`src/rtl/adder_pkg.sv`:
```
// Shared types and constant helpers for the pipelined carry adder.
package adder_pkg;

  typedef enum logic {
    OP_ADD = 1'b0,
    OP_SUB = 1'b1
  } op_t;

  // Widest datapath the saturation helpers can describe.
  localparam int unsigned SatMaxWidth = 1024;

  function automatic int unsigned chunk_width(input int unsigned width,
                                              input int unsigned stages);
    return width / stages;
  endfunction

  // Largest positive two's-complement value of the given width, zero-extended.
  function automatic logic [SatMaxWidth-1:0] sat_max_signed(input int unsigned width);
    logic [SatMaxWidth-1:0] v;
    v = '0;
    for (int unsigned i = 0; i + 1 < width; i++) begin
      v[i] = 1'b1;
    end
    return v;
  endfunction

  // Most negative two's-complement value of the given width, zero-extended.
  function automatic logic [SatMaxWidth-1:0] sat_min_signed(input int unsigned width);
    logic [SatMaxWidth-1:0] v;
    v = '0;
    v[width-1] = 1'b1;
    return v;
  endfunction

endpackage

```
`src/rtl/carry_chunk.sv`:
```
// Combinational W-bit ripple adder built from fulladder cells; also exposes the
// carry into its top bit so the caller can derive signed overflow.
module carry_chunk #(
  parameter int unsigned W = 8
) (
  input  logic [W-1:0] a,
  input  logic [W-1:0] b,
  input  logic         cin,
  output logic [W-1:0] sum,
  output logic         cout,
  output logic         c_msb_in
);

  logic [W:0] c;

  assign c[0] = cin;

  for (genvar i = 0; i < W; i++) begin : bit_g
    fulladder u_fa (
      .a    (a[i]),
      .b    (b[i]),
      .cin  (c[i]),
      .sum  (sum[i]),
      .cout (c[i+1])
    );
  end

  assign cout     = c[W];
  assign c_msb_in = c[W-1];

endmodule

```
`src/rtl/fulladder.sv`:
```
// One-bit full adder cell.
module fulladder (
  input  logic a,
  input  logic b,
  input  logic cin,
  output logic sum,
  output logic cout
);

  assign sum  = a ^ b ^ cin;
  assign cout = (a & b) | (cin & (a ^ b));

endmodule

```
`src/rtl/pipelined_carry_adder.sv`:
```
// Add/subtract with the carry chain cut into STAGES registered chunks, valid/ready handshake.
// Define PIPELINED_CARRY_ADDER_SAT_EN to saturate the result on signed overflow.
module pipelined_carry_adder
  import adder_pkg::*;
#(
  parameter int unsigned WIDTH  = 32,
  parameter int unsigned STAGES = 4
) (
  input  logic             clk,
  input  logic             rst_n,
  input  logic             in_valid,
  output logic             in_ready,
  input  logic [WIDTH-1:0] in_a,
  input  logic [WIDTH-1:0] in_b,
  input  logic             in_cin,
  input  logic             in_sub,
  output logic             out_valid,
  input  logic             out_ready,
  output logic [WIDTH-1:0] out_sum,
  output logic             out_cout,
  output logic             out_ovf
);

  localparam int unsigned CHUNK = chunk_width(WIDTH, STAGES);

  op_t              in_op;
  logic [WIDTH-1:0] in_b_eff;
  logic             in_cin_eff;
  logic             adv;

  always_comb begin
    in_op      = op_t'(in_sub);
    in_b_eff   = (in_op == OP_SUB) ? ~in_b : in_b;
    in_cin_eff = (in_op == OP_SUB) ? 1'b1 : in_cin;
  end

  // One enable for the whole pipe: bubbles move, nothing collapses.
  assign adv      = out_ready | ~out_valid;
  assign in_ready = adv;

  for (genvar k = 0; k < STAGES; k++) begin : stage_g
    localparam int unsigned Lo   = k * CHUNK;
    localparam int unsigned Done = Lo + CHUNK;  // result bits complete after this stage
    localparam int unsigned Rem  = WIDTH - Lo;  // operand bits still unconsumed on entry

    logic             vld_in;
    logic             cin_in;
    logic [Rem-1:0]   a_in;
    logic [Rem-1:0]   b_in;
    logic [CHUNK-1:0] chunk_sum;
    logic             chunk_cout;
    logic             chunk_c_msb;
    logic [Done-1:0]  sum_new;
    logic [Done-1:0]  sum_res;

    logic             valid_d, valid_q;
    logic             carry_d, carry_q;
    logic [Done-1:0]  sum_d, sum_q;

    if (k == 0) begin : src_g
      assign vld_in  = in_valid;
      assign cin_in  = in_cin_eff;
      assign a_in    = in_a;
      assign b_in    = in_b_eff;
      assign sum_new = chunk_sum;
    end else begin : src_g
      assign vld_in  = stage_g[k-1].valid_q;
      assign cin_in  = stage_g[k-1].carry_q;
      assign a_in    = stage_g[k-1].skew_g.a_q;
      assign b_in    = stage_g[k-1].skew_g.b_q;
      assign sum_new = {chunk_sum, stage_g[k-1].sum_q};
    end

    carry_chunk #(
      .W (CHUNK)
    ) u_chunk (
      .a        (a_in[CHUNK-1:0]),
      .b        (b_in[CHUNK-1:0]),
      .cin      (cin_in),
      .sum      (chunk_sum),
      .cout     (chunk_cout),
      .c_msb_in (chunk_c_msb)
    );

    always_comb begin
      valid_d = valid_q;
      carry_d = carry_q;
      sum_d   = sum_q;
      if (adv) begin
        valid_d = vld_in;
        carry_d = chunk_cout;
        sum_d   = sum_res;
      end
    end

    always_ff @(posedge clk or negedge rst_n) begin
      if (!rst_n) begin
        valid_q <= 1'b0;
        carry_q <= 1'b0;
        sum_q   <= '0;
      end else begin
        valid_q <= valid_d;
        carry_q <= carry_d;
        sum_q   <= sum_d;
      end
    end

    if (k < STAGES - 1) begin : skew_g
      // Operand chunks for later stages ride along, shifted so the next chunk sits at bit 0.
      logic [Rem-CHUNK-1:0] a_d, a_q;
      logic [Rem-CHUNK-1:0] b_d, b_q;
      logic                 unused_c_msb;

      assign unused_c_msb = chunk_c_msb;
      assign sum_res      = sum_new;

      always_comb begin
        a_d = a_q;
        b_d = b_q;
        if (adv) begin
          a_d = a_in[Rem-1:CHUNK];
          b_d = b_in[Rem-1:CHUNK];
        end
      end

      always_ff @(posedge clk or negedge rst_n) begin
        if (!rst_n) begin
          a_q <= '0;
          b_q <= '0;
        end else begin
          a_q <= a_d;
          b_q <= b_d;
        end
      end
    end else begin : last_g
      logic ovf_new;
      logic ovf_d, ovf_q;

      assign ovf_new = chunk_c_msb ^ chunk_cout;

`ifdef PIPELINED_CARRY_ADDER_SAT_EN
      localparam logic [SatMaxWidth-1:0] SatMaxFull = sat_max_signed(WIDTH);
      localparam logic [SatMaxWidth-1:0] SatMinFull = sat_min_signed(WIDTH);

      // a_in[CHUNK-1] is the original sign of A; B has already been inverted.
      always_comb begin
        sum_res = sum_new;
        if (ovf_new) begin
          sum_res = a_in[CHUNK-1] ? SatMinFull[WIDTH-1:0] : SatMaxFull[WIDTH-1:0];
        end
      end
`else
      assign sum_res = sum_new;
`endif

      always_comb begin
        ovf_d = ovf_q;
        if (adv) begin
          ovf_d = ovf_new;
        end
      end

      always_ff @(posedge clk or negedge rst_n) begin
        if (!rst_n) begin
          ovf_q <= 1'b0;
        end else begin
          ovf_q <= ovf_d;
        end
      end

      assign out_valid = valid_q;
      assign out_sum   = sum_q;
      assign out_cout  = carry_q;
      assign out_ovf   = ovf_q;
    end
  end

endmodule

```
`config.mk`:
```
export PLATFORM = sky130hd
export DESIGN_NAME = pipelined_carry_adder
export DESIGN_NICKNAME = d
export VERILOG_FILES = /design/src/rtl/adder_pkg.sv /design/src/rtl/carry_chunk.sv /design/src/rtl/fulladder.sv /design/src/rtl/pipelined_carry_adder.sv
export SDC_FILE = /design/constraint.sdc
export NUM_CORES = 1
export LEC_CHECK = 0
export ABC_AREA = 1
export BUFFER_PORTS_ARGS = -buffer_cell sky130_fd_sc_hd__buf_2
export CORE_MARGIN = 2
export CORE_UTILIZATION = 57
export CTS_BUF_LIST = sky130_fd_sc_hd__clkbuf_4 sky130_fd_sc_hd__clkbuf_8
export DETAILED_ROUTE_END_ITERATION = 8
export PLACE_DENSITY = 0.79
export SLEW_MARGIN = 10
export SYNTH_ARGS = -nofsm -noshare
export SYNTH_HDL_FRONTEND = slang
export SYNTH_SLANG_ARGS = --single-unit
```
`constraint.sdc`:
```
create_clock -name clk -period 8.48 [get_ports clk]
set_clock_uncertainty 0.2 [all_clocks]
set_input_delay 2.12 -clock clk [delete_from_list [all_inputs] [get_ports clk]]
set_output_delay 2.12 -clock clk [all_outputs]
set_load 0.01 [all_outputs]
```
* Yosys cells after proc, flatten, opt, wreduce, memory -nomap -nowiden
Index checks and enable logic that the tools add are counted.
Word-level totals: memory bits (writable) 0, bits in latches 0, bits of input ports 70, memories kept 0, register bits after elaboration 185, bits in read-only memories 0
Cells by class: bitwise gates (word level) 164, eq/ne operators 0, shifts and indexed selects 0, multipliers 0, mux-type cells 2, divide/modulo/power cells 0, add/subtract/negate cells 0, magnitude comparators 0, reduce and logical (&&, ||, !) cells 0
Operators by type and width (count):
- 1-bit XOR | 65
- 1-bit bitwise AND | 64
- 1-bit bitwise OR | 33
- 32-bit 2-to-1 mux | 1
- 32-bit inverter | 1
- 1-bit 2-to-1 mux | 1
- 1-bit inverter | 1

* Longest topological paths before layout
depth after elaboration 19, depth in mapped cells 15, depth with buffers taken out 15

* Modules after synthesis
From an unflattened synthesis, not the netlist that was laid out.
Second synthesis, totals: cell total of the unflattened synthesis 896, area, all modules 8018.9 sq um
Modules (own cells, without submodules):
- pipelined_carry_adder | area an instance 7378.3 sq um, times used 1, cells an instance 864
- fulladder | area an instance 20.0 sq um, times used 32, cells an instance 1

* Least setup slack after synthesis
No wires, ideal clock.
path kind input port to flip-flop, start point input in_sub, end point register stage_g[0].sum_q[7], slack 2285 ps, arrival time 5879 ps, stages on the path 14, buffers on the path 2, setup time 116 ps, cell sequence buf_2 buf_2 xnor2_1 fa_1 fa_1 fa_1 fa_1 fa_1 fa_1 fa_1 inv_1 fa_1 nand2_1 nand2_1
On the way: cells in the longest elaborated chain, start to end 17, elaborated cells between the ends (all ways) 32, those cells by class mux (2); bitwise (30)
Ends and longest elaborated chain:
- start: declaration | line pipelined_carry_adder.sv:16 | input logic in_sub,
- 32-bit 2-to-1 mux | line pipelined_carry_adder.sv:33 | in_b_eff = (in_op == OP_SUB) ? ~in_b : in_b;
- 1-bit XOR | line fulladder.sv:11 | assign cout = (a & b) | (cin & (a ^ b));
- 1-bit bitwise AND | line fulladder.sv:11
- 1-bit bitwise OR | line fulladder.sv:11
- 1-bit bitwise AND | line fulladder.sv:11
- 1-bit bitwise OR | line fulladder.sv:11
- 1-bit bitwise AND | line fulladder.sv:11
- 1-bit bitwise OR | line fulladder.sv:11
- [2 not listed]
- 1-bit bitwise AND | line fulladder.sv:11
- 1-bit bitwise OR | line fulladder.sv:11
- 1-bit bitwise AND | line fulladder.sv:11
- 1-bit bitwise OR | line fulladder.sv:11
- 1-bit bitwise AND | line fulladder.sv:11
- 1-bit bitwise OR | line fulladder.sv:11
- 1-bit XOR * | line fulladder.sv:10 | assign sum = a ^ b ^ cin;
- via stage_g[0].u_chunk.bit_g[7].u_fa.sum | line fulladder.sv:6 | output logic sum,
- end signal: assignment | line pipelined_carry_adder.sv:104 | sum_q <= sum_d;
- end: declaration | line pipelined_carry_adder.sv:58 | logic [Done-1:0] sum_d, sum_q;
The timed path passes the listed nets; every way through them passes the cells marked *. A chain may end at the register's enable or synchronous reset.

* Worst setup path in the final report
Ends and elaborated chain as after synthesis.

==> results.toml <==
[setup_path]
r2r_slack_ns = 4.06
reg2reg_to = "out_sum[31]"
path_class = "in2reg"
worst-r2r-cell-count = 12
critPathCapture = "stage_g[0].sum_q[7]"
endpoint_kind = "flip-flop"
crit_required_ns = 8.62
cp_max_fo = 34
worstReg2RegStart = "stage_g[2].carry_q"
arrival_ns = 6.04
crit_start = "in_sub"
start_kind = "primary input"

[drt]
vias = 5642
first_pass_iters = 5
routed-wl-met2_um = 6330
routed.top_layer = "met4"
via_per_inst = 4.77
antenna_left = 0
totalWireLength_um = 14500
met3_length_um = 693
wl_per_cell_um = 12.3
drc = 0
drt-initial-drc-count = 509
wl_met1_um = 7290

[timing]
tightest_slew_ns = 1.16
setup_viol = 0
rsz0062_at_grt = "false"
final.period_utilization = 0.695
fmaxAchievable_mhz = 170
finalHoldViolations = 0
fin_crit_ns = 5.89
report.final.slew_viol_count = 0
slew-limit-headroom = 0.224
tns_ns = 0

[logic_synthesis]
yosys.area_share.adder = 0.0795
synth-async-reset-ratio = 1.00
synthTopCellsByArea = "dfrtp_1 57%, nand2_1 24%, fa_1 8.0%, inv_1 2.7%, buf_2 1.7%"
yosys_warnings = 0
synth_most_common_cell = "nand2_1"
synth_top_cell_area_share = 0.575
synthFlopType = "dfrtp_1"
synth_mux_area_frac = 0
synth_top_area_cell = "dfrtp_1"
ys_ff_latch = 185
synthXorXnorAreaFrac = 0.00870
ys_types = 13
synthSimpleGateAreaFrac = 0.261
yosys-top-cells-count = "523 x nand2_1, 185 x dfrtp_1, 58 x inv_1"
synthesis.nets = 1009
syn_area_sq_um = 8050
seq_area_frac_synth = 0.575
syn_inst = 907
syn_avg_cell_area_sq_um = 8.88
synth_edf_count = 0
synth_compound_area_frac = 0.0174
synth_top_family_by_area = "simple AND/OR/NAND/NOR gates"

[min_path]
hold_class = "reg2reg"

[power]
pwr-share-clk = 0.183
power.share.switching = 0.370
p_per_area_nw_per_um2 = 350
power_uw = 3150
intPower_uw = 1980
p_comb_frac = 0.343
power_leakage_uw = 0.00500
seq_power_share = 0.474
p_sw_uw = 1160
ir_worst_vdd_v = 0.000134

[floorplanning]
row_count = 43
io_pins = 106
start_util = 0.582
dieArea_sq_um = 15100
core_sq_um = 13800
die_w_um = 123
die_y_um = 123

[final_layout]
antennaDiodeCount = 0
utilization = 0.651
layout-drive-gt1-share = 0.144
nNetsFinal = 1093
area_delta_synth_final_pct = 11.8

[global_route]
gr-usage-all-layers = 0.214
grt_pass1_wl_um = 25100
grt_overflow = 0
grt_pass1_vias = 5423
grt_max_degree = 124
antenna_found_initial = 0

[placement]
io_buffers = 105
gp_congestion = 0.784
place_hpwl_um = 9670

[cts]
htreeDepth = 4
cts_sinks = 185
root_buffer = "clkbuf_8"
post_cts_buffers = 0
clkLatencyLatePin_ns = 0.46
clkTransAtPathRegs_ns = 0.08
cts_tree = "built"
numCtsBuffers = 17
hold_buffers = 0
cts_buffer_depth = 2
cts_resized = 0

[run]
cap_violations = 0

[status]
outcome = "complete, no violations"
==> worst min-delay path by stage <==
| stage | start | endpoint | slack, ns | depth (start not counted) |
|---|---|---|---|---|
| finish | stage_g[2].valid_q | out_valid | 0.26 | 2 |
| global route | stage_g[2].valid_q | out_valid | 0.30 | 2 |
| CTS | stage_g[2].valid_q | out_valid | 0.26 | 2 |
| detailed placement | stage_g[2].valid_q | out_valid | 0.24 | 2 |
| global placement | stage_g[2].valid_q | out_valid | 0.24 | 2 |
| floorplan | stage_g[2].valid_q | out_valid | 0.22 | 2 |
==> power groups by stage <==
| stage | clock, uW | combinational, uW | sequential, uW |
|---|---|---|---|
| after floorplan | 0 | 751 | 1500 |
| after global placement | 0 | 1050 | 1490 |
| after detailed placement | 0 | 1090 | 1510 |
| after CTS | 586 | 1100 | 1490 |
| after global routing | 625 | 1280 | 1540 |
| final | 576 | 1080 | 1490 |
==> critical path, cell delays in order <==
cell and delay [ns]:
buf_2 0.07, buf_4 0.32, xnor2_1 0.15, fa_1 0.42, fa_1 0.40, fa_1 0.42
fa_1 0.39, fa_1 0.38, fa_1 0.39, fa_1 0.36, inv_1 0.08, fa_1 0.40
nand2_1 0.07, nand2_1 0.05
==> per-stage QoR <==
stage	setup WS (ns)	hold WS [ns]	instance area (sq um)	std cells
floorplan	2.28	0.220	8050	907
global placement	2.15	0.235	8610	1152
detailed placement	2.12	0.239	8610	1152
CTS	2.61	0.260	9000	1184
global route	2.37	0.297	9000	1184
finish	2.59	0.257	9000	1184
==> flip-flops by register name (all words and copies together) (netlist names) <==
signal and cells:
stage_g.skew_g.b_q 48, stage_g.sum_q 48, stage_g.carry_q 3, stage_g.valid_q 3, out_valid 1, out_sum 32, out_ovf 1, stage_g.skew_g.a_q 48
out_cout 1
==> final cells by class <==
cell class,instances,area [sq um]
fillers,1178,4820
repair buffers,111,579
clock inverters,8,96.3
flip-flops and latches,185,4630
multi-input cells,618,2960
inverters,58,218
well taps,180,225
clock buffers,24,293
==> metal layers <==
metal / up-vias / track usage
li1: 2882 / -
met1: 2622 / 0.326
met2: 121 / 0.306
met3: 17 / 0.0446
met4: 0 / 0.0761
met5: - / 0
==> logic make-up after synthesis <==
group                      after synthesis
AOI/OAI and AO/OA                       28
and+or+nand+nor                        550
DFF                                    185
buffers and inverters                  104
xor gates and xnor gates                 8
adders and majority gates               32
==> cell usage in the layout (no fill, tap or decap), drive strengths merged <==
| cell type | instances |
|---|---|
| clkinv | 5 |
| nand3 | 25 |
| nor2 | 2 |
| clkbuf | 25 |
| o21ai | 28 |
| xor2 | 1 |
| clkinvlp | 1 |
| nand2 | 523 |
| buf | 110 |
| dfrtp | 185 |
| xnor2 | 7 |
| inv | 58 |
| fa | 32 |
| bufinv | 2 |
Power figures use the tool's default switching activity.
